$ cat src/rtl/unified_mem_arbiter.sv
// rtl/unified_mem_arbiter.sv - round-robin arbiter sharing a byte-wide memory between fetch and load/store ports
module unified_mem_arbiter #(
    parameter int ADDR_WIDTH = 32
) (
    input  logic                  clk,
    input  logic                  rst,
    input  logic                  i_req,
    input  logic [ADDR_WIDTH-1:0] i_addr,
    output logic [31:0]           i_rdata,
    output logic                  i_ack,
    output logic                  i_err,
    input  logic                  d_req,
    input  logic                  d_we,
    input  logic [ADDR_WIDTH-1:0] d_addr,
    input  logic [31:0]           d_wdata,
    output logic [31:0]           d_rdata,
    output logic                  d_ack,
    output logic                  d_err,
    output logic [ADDR_WIDTH-1:0] mem_addr,
    output logic [7:0]            mem_wdata,
    input  logic [7:0]            mem_rdata,
    output logic                  mem_we,
    output logic                  mem_re,
    output logic                  busy,
    output logic                  grant_d
);

    localparam logic [1:0] IDLE = 2'd0;
    localparam logic [1:0] XFER = 2'd1;
    localparam logic [1:0] DONE = 2'd2;

    logic [1:0]            state;
    logic [1:0]            beat;
    logic [ADDR_WIDTH-1:0] base;
    logic                  we_l;
    logic [31:0]           wdata_l;
    logic [31:0]           shift;
    logic                  err_l;
    logic                  last_d;
    logic                  pick_d;
    logic [ADDR_WIDTH-1:0] sel_addr;
    logic [31:0]           read_word;

    // On a tie the port that did not win last time is served; last_d=0 favours data first.
    assign pick_d    = d_req && (!i_req || !last_d);
    assign sel_addr  = pick_d ? d_addr : i_addr;
    assign read_word = {shift[23:0], mem_rdata};

    always_ff @(posedge clk or negedge rst) begin
        if (!rst) begin
            state   <= IDLE;
            beat    <= 2'd0;
            base    <= '0;
            we_l    <= 1'b0;
            wdata_l <= 32'h0;
            shift   <= 32'h0;
            err_l   <= 1'b0;
            last_d  <= 1'b0;
            grant_d <= 1'b0;
            i_rdata <= 32'h0;
            d_rdata <= 32'h0;
        end else begin
            case (state)
                IDLE: begin
                    if (i_req || d_req) begin
                        grant_d <= pick_d;
                        last_d  <= pick_d;
                        base    <= sel_addr;
                        we_l    <= pick_d && d_we;
                        wdata_l <= pick_d ? d_wdata : 32'h0;
                        beat    <= 2'd0;
                        if (sel_addr[1:0] != 2'b00) begin
                            err_l <= 1'b1;
                            state <= DONE;
                        end else begin
                            err_l <= 1'b0;
                            state <= XFER;
                        end
                    end
                end
                XFER: begin
                    if (!we_l) begin
                        shift <= read_word;
                    end
                    beat <= beat + 2'd1;
                    if (beat == 2'd3) begin
                        state <= DONE;
                        // Load rdata on the last beat so it is valid alongside ack.
                        if (!we_l) begin
                            if (grant_d) begin
                                d_rdata <= read_word;
                            end else begin
                                i_rdata <= read_word;
                            end
                        end
                    end
                end
                DONE: begin
                    state <= IDLE;
                end
                default: begin
                    state <= IDLE;
                end
            endcase
        end
    end

    assign busy     = (state != IDLE);
    assign i_ack    = (state == DONE) && !grant_d;
    assign d_ack    = (state == DONE) && grant_d;
    assign i_err    = i_ack && err_l;
    assign d_err    = d_ack && err_l;
    assign mem_re   = (state == XFER) && !we_l;
    assign mem_we   = (state == XFER) && we_l;
    assign mem_addr = (state == XFER) ? (base + ADDR_WIDTH'(beat)) : '0;

    always_comb begin
        mem_wdata = 8'h00;
        if (state == XFER && we_l) begin
            case (beat)
                2'd0:    mem_wdata = wdata_l[31:24];
                2'd1:    mem_wdata = wdata_l[23:16];
                2'd2:    mem_wdata = wdata_l[15:8];
                default: mem_wdata = wdata_l[7:0];
            endcase
        end
    end

endmodule

$ cat config.mk
export PLATFORM = sky130hd
export DESIGN_NAME = unified_mem_arbiter
export DESIGN_NICKNAME = d
export VERILOG_FILES = /design/src/rtl/unified_mem_arbiter.sv
export SDC_FILE = /design/constraint.sdc
export NUM_CORES = 1
export LEC_CHECK = 0
export CAP_MARGIN = 20
export CORE_ASPECT_RATIO = 1.5
export CORE_MARGIN = 5
export CORE_UTILIZATION = 45
export DETAILED_ROUTE_END_ITERATION = 12
export DONT_BUFFER_PORTS = 1
export GPL_ROUTABILITY_DRIVEN = 0
export PLACE_DENSITY = 0.61
export SYNTH_ARGS = -nofsm -noshare
export SYNTH_HDL_FRONTEND = slang
export SYNTH_SLANG_ARGS = --single-unit
$ cat constraint.sdc
create_clock -name clk -period 2.2 [get_ports clk]
set_input_delay 0.22 -clock clk [delete_from_list [all_inputs] [get_ports clk]]
set_output_delay 0.22 -clock clk [all_outputs]
set_load 0.01 [all_outputs]
==> flow_summary.toml, run 1 <==
[synth]
syn_inst = 622
async_flop_share_pct = 100.0
synth_nets = 738
synth_edf_count = 0
syn_area_mm2 = 0.007310
yosysWarnings = 0
synth_ff_type = "dfrtp_1"
ys_types = 44
yosysSeqAreaShare_pct = 54.43
postSynthAreaPerCell_um2 = 11.75
ys_seq_elements = 159

[die]
start_util_pct = 45.35
die_h_um = 166.1
dieArea_mm2 = 0.01894
fp.dieW_um = 114.1
core_area_mm2 = 0.01612
rows = 57
pin_count = 221

[worst_setup_path]
reg2reg_slack_ps = 190
reg2reg_to = "base[19]"
worst-path-max-fanout = 6
cp.required_ps = 1980
crit_type = "reg2out"
worst_path_largest_cell_delay_ps = 510
r2r_start = "last_d"
crit_chain = "ha_4, fa_2, nand4_4, or3_4, or4_4, a21oi_4"
crit_path_end_kind = "output port"
cpMaxStageDelayCell = "or4_4"
cp-start-kind = "flip-flop"
worstPathArrival_ps = 2400
r2r_cells = 5

[global_routing]
grt_usage_pct = 20.38
grt_pass1_vias = 5824
overflow = 0
grt_pass1_wl_um = 30590
antenna_found_initial = 0
grt_max_degree = 160

[cts]
tritoncts = "built"
cts_buffers = 17
clkSinkCount = 159
htree_levels = 4
clk_pin_slew_worst_paths_ps = 70
cts_max_path_buffers = 2
clk_latency_ps = 420
root_buffer = "clkbuf_16"

[finish]
final_area_mm2 = 0.009493
final_cell_mix = "dfrtp_1 (159), mux2_2 (89), nand2_1 (50), dlygate4sd3_1 (48), buf_4 (43)"
antenna_cells = 0
final_core_util_pct = 58.90
seq_area_mm2 = 0.003979
drive_gt1_share_pct = 36.27
multi_input_area_mm2 = 0.003635
nets = 817
final_common_cell = "dfrtp_1"
synthToLayoutAreaGrowth_pct = 29.87
fillers = 1302

[drt]
routed-via-count = 5390
avgViaCountPerCell = 5.859
detail_route.wl_per_cell_um = 20.94
antenna_left = 0
dr.pass1.iters = 6
drt_iter0_markers = 469
routed_wl_um = 19270
drc = 0

[timing]
whs_ps = -512.1
relSlewSlack_pct = 60.58
skew_ps = 8.974
setup_viol = 37
period_share_pct = 119.2
rsz0062_at_grt = "yes"
min_period_ps = 2623
fin_ws_ps = -423.4
max_freq_ghz = 0.3812
slew_violations = 0
timing_hold_violations_final = 159
worst_pin_slew_ps = 591.3

[status]
outcome = "complete, but fails checks"
violations = "negative hold slack, negative setup slack"

[power_and_ir_drop]
p_per_area_mw_per_mm2 = 1345
power_leakage_nw = 4.222
vdd_ir_drop_max_v = 0.0007894

[place]
io_buffers = 0
post-dp-hpwl_um = 13020
dpl-instance-area_mm2 = 0.007805

[job]
max_cap_violations = 0

[hold_path]
hold_path.class = "in2async"
[per-layer routing]
layer  track usage (%)  wire length [um]  vias up
met2             35.34             10130      249
met4             8.062               590        0
li1                  -                 -     2426
met1             22.22              6750     2663
met5                 0                 0        -
met3             7.656              1800       52
[flip-flops by register name, indices dropped and copies added, names as in the netlist]
register	cells
d_rdata	32
shift	24
i_rdata	32
we_l	1
state	2
beat	2
last_d	1
err_l	1
base	32
wdata_l	32
[what timing repair did]
action / 4_1_cts / 5_1_grt
pin swaps: 35 / 32
gates resized for setup: 60 / 37
setup buffers: 10 / 8
cloned: 1 / 0
hold buffers: 47 / 1
hold endpoints to repair: 220 / 160
setup endpoints to repair: 34 / 39
[how the worst max path moves through the flow]
stage                  from            to  slack, ps  cells after the start
floorplan           beat[0]  mem_addr[18]       -110                      7
global placement    base[0]  mem_addr[28]        -60                      6
detailed placement  beat[0]  mem_addr[28]       -130                      6
CTS                 base[0]  mem_addr[24]       -470                      6
global route        beat[0]  mem_addr[24]       -530                      6
finish              beat[0]  mem_addr[24]       -420                      6
[cell type report]
type	count	area share (%)
repair buffers	103	10.25
flip-flops and latches	159	41.91
well taps	206	2.715
inverters	6	0.2768
multi-input cells	414	38.29
clock buffers	17	4.481
clock inverters	15	2.069
[cells by family (layout without fill, tap and decap cells)]
| family | after synthesis | count (layout) | share of synthesized area (%) |
|---|---|---|---|
| buffers and inverters | 50 | 141 | 2.807 |
| AO/OA/AOI/OAI | 122 | 122 | 11.35 |
| adder cells (fa/ha/maj) | 7 | 7 | 1.301 |
| XOR/XNOR | 12 | 12 | 1.438 |
| multiplexers | 123 | 123 | 18.37 |
| flip-flops | 159 | 159 | 54.43 |
| AND/OR/NAND/NOR | 149 | 150 | 10.30 |
[Yosys cell counts, types with 7 or more instances]
cell | n | area, um^2
a21oi_1 | 22 | 110.1
a222oi_1 | 8 | 80.08
a22o_1 | 33 | 289.0
and4_1 | 7 | 61.31
buf_2 | 8 | 40.04
clkbuf_1 | 30 | 112.6
dfrtp_1 | 159 | 3979
mux2_2 | 89 | 1002
mux2i_1 | 34 | 340.3
nand2_1 | 51 | 191.4
nand3_1 | 8 | 40.04
nor2_1 | 39 | 146.4
o21ai_0 | 39 | 195.2
o31ai_1 | 8 | 60.06
or4_1 | 8 | 60.06
xnor2_1 | 9 | 78.83
[where the power goes]
group	switching (mW)	internal, mW
clock network	1.30	1.74
registers	1.25	4.14
logic	2.25	2.09
[critical path, delay by kind of cell, from the launching register on]
kind | cells | cell delay, ps
and+or+nand+nor | 3 | 1020
adders and majority gates | 2 | 390
AOI/OAI and AO/OA | 1 | 190
DFF | 1 | 390
[per-stage QoR]
stage / hold WS [ps] / setup slack [ps] / TNS [ps] / power, mW / cells
2_1_floorplan: -75.59 / -114.2 / -342.7 / 7.764 / 622
3_3_place_gp: -71.25 / -62.04 / -185.3 / 8.874 / 826
3_5_place_dp: -70.17 / -134.4 / -495.7 / 9.044 / 826
4_1_cts: -531.0 / -473.4 / -7488 / 12.63 / 916
5_1_grt: -540.7 / -527.1 / -10100 / 13.59 / 920
6_report: -512.1 / -423.4 / -6729 / 12.77 / 920
(Power assumes the default switching activity.)
==> inputs of run 2 (changes only) <==
--- a/config.mk
+++ b/config.mk
@@ -12,6 +12,7 @@
 export DETAILED_ROUTE_END_ITERATION = 12
 export DONT_BUFFER_PORTS = 1
 export GPL_ROUTABILITY_DRIVEN = 0
+export HOLD_SLACK_MARGIN = 0.02
 export PLACE_DENSITY = 0.61
 export SYNTH_ARGS = -nofsm -noshare
 export SYNTH_HDL_FRONTEND = slang
==> run 2 against run 1 <==
The run still ends with negative hold slack, negative setup slack left. Worst hold slack got worse by 2.8 ps. Total power increased by 0.38%. First-iteration DRC count increased by 13%. Critical path depth unchanged. Design area is 1.7% higher. Combinational power increased by 0.9%. Non-clock buffer count is 17 higher.
==> flow_summary.toml, run 2 (synthesis gave the netlist of run 1 again) <==
[drt]
routed-via-count = 5454
drc = 0
routed_wl_um = 19530
dr.pass1.iters = 5
detail_route.wl_per_cell_um = 20.85
avgViaCountPerCell = 5.821
antenna_left = 0
drt_iter0_markers = 529

[finish]
drive_gt1_share_pct = 35.16
final_area_mm2 = 0.009654
nets = 834
antenna_cells = 0
finalNonFillerCells = 937
synthToLayoutAreaGrowth_pct = 32.08
final_cell_mix = "dfrtp_1 (159), mux2_2 (89), dlygate4sd3_1 (66), nand2_1 (50), buf_4 (43)"
final_common_cell = "dfrtp_1"

[die]
pin_count = 221
rows = 57
fp.dieW_um = 114.1
core_area_mm2 = 0.01612
start_util_pct = 45.35
die_h_um = 166.1
dieArea_mm2 = 0.01894

[worst_setup_path]
crit_path_end_kind = "output port"
cp.required_ps = 1980
worst-path-max-fanout = 6
critPathTopFamily = "simple AND/OR/NAND/NOR gates"
crit_chain = "ha_4, fa_2, nand4_4, or3_4, or4_4, a21oi_4"
worst_path_largest_cell_delay_ps = 510
cp-start-kind = "flip-flop"
cp.buffers_inverters = 0
cpMaxStageDelayCell = "or4_4"
crit_type = "reg2out"
worstPathArrival_ps = 2410

[timing]
timing_hold_violations_final = 159
fin_ws_ps = -427.3
setup_viol = 32
rsz0062_at_grt = "yes"
period_share_pct = 119.4
tns_ps = -6778
skew_ps = 9.166
relSlewSlack_pct = 60.28
min_period_ps = 2627
worst_pin_slew_ps = 595.8
max_freq_ghz = 0.3806
whs_ps = -514.9
slew_violations = 0

[cts]
clkSinkCount = 159
cts_buffers = 17
clk_latency_ps = 420
clk_pin_slew_worst_paths_ps = 70
htree_levels = 4
cts_max_path_buffers = 2
tritoncts = "built"
root_buffer = "clkbuf_16"

[power_and_ir_drop]
power_leakage_nw = 4.292
vdd_ir_drop_max_v = 0.0007894
pwr-share-clk_pct = 23.7
switching_share_pct = 37.64
combPwrFrac_pct = 34.2
seq_power_share_pct = 42.1
p_int_mw = 7.992
switchingPower_mw = 4.825
p_per_area_mw_per_mm2 = 1328

[hold_path]
hold_path.class = "in2async"

[global_routing]
grt_pass1_wl_um = 30950
overflow = 0
grt_max_degree = 160
grt_usage_pct = 20.60
grt_pass1_vias = 5916
antenna_found_initial = 0

[status]
violations = "negative hold slack, negative setup slack"
outcome = "complete, but fails checks"

[place]
dp.cells = 826
post-dp-hpwl_um = 13020
io_buffers = 0
dpl-instance-area_mm2 = 0.007805

[job]
max_cap_violations = 0
==> run 2: cell count changes in the layout (fill, tap and decap cells not counted) <==
cell | previous run | this run
o31ai_2 | 4 | 3
nor2b_2 | 1 | 2
nor3_2 | 2 | 1
buf_6 | 8 | 7
nor2b_1 | 2 | 1
nor3_1 | 2 | 3
dlygate4sd3_1 | 48 | 66
o31ai_1 | 4 | 5
==> run 2: final timing paths <==
check	start	endpoint	slack, ps	cells past startpoint
worst max-delay path	beat[0]	mem_addr[24]	-430	6
worst min-delay path	rst	base[24]	-510	0
worst max register to register	last_d	base[20]	190	5
worst min register to register	base[31]	base[31]	500	2
max in group asynchronous	rst	i_rdata[26]	2440	0
min in group clk	d_addr[2]	base[2]	30	2
==> run 2: final cells by class <==
type                    count  area (um^2)
well taps                 206        257.7
clock buffers              17        425.4
repair buffers            120         1142
clock inverters            15        196.4
flip-flops and latches    159         3979
multi-input cells         414         3627
fillers                  1284         6464
inverters                   6        26.28
==> run 2: metrics by stage <==
step	power [mW]	worst slack, ps	util (%)
floorplan	7.764	-114.2	-
global placement	8.874	-62.04	48.42
detailed placement	9.044	-134.4	48.42
CTS	12.68	-473.4	58.54
global route	13.62	-524.0	59.90
finish	12.82	-427.3	59.90
==> run 2: power by group through the flow <==
stage          Combinational, mW  Sequential (mW)  Clock [mW]
6_report                    4.38             5.40        3.04
5_1_grt                     4.77             5.57        3.28
4_1_cts                     4.19             5.36        3.12
3_5_place_dp                3.64             5.40           0
3_3_place_gp                3.53             5.34           0
2_1_floorplan               2.66             5.10           0
==> run 2: routing by layer <==
layer / global-route usage, % / share of wire (%)
met1: 22.14 / 35
met2: 35.93 / 53
met5: 0 / 0
met4: 7.959 / 2.8
met3: 8.057 / 9.6
==> run 2: what timing repair did <==
action	CTS	global route
hold buffers	64	2
gates resized for setup	60	36
cloned	1	0
endpoints found under the hold margin	228	160
buffers inserted	10	8
setup endpoints to repair	34	41
pin swaps	35	32
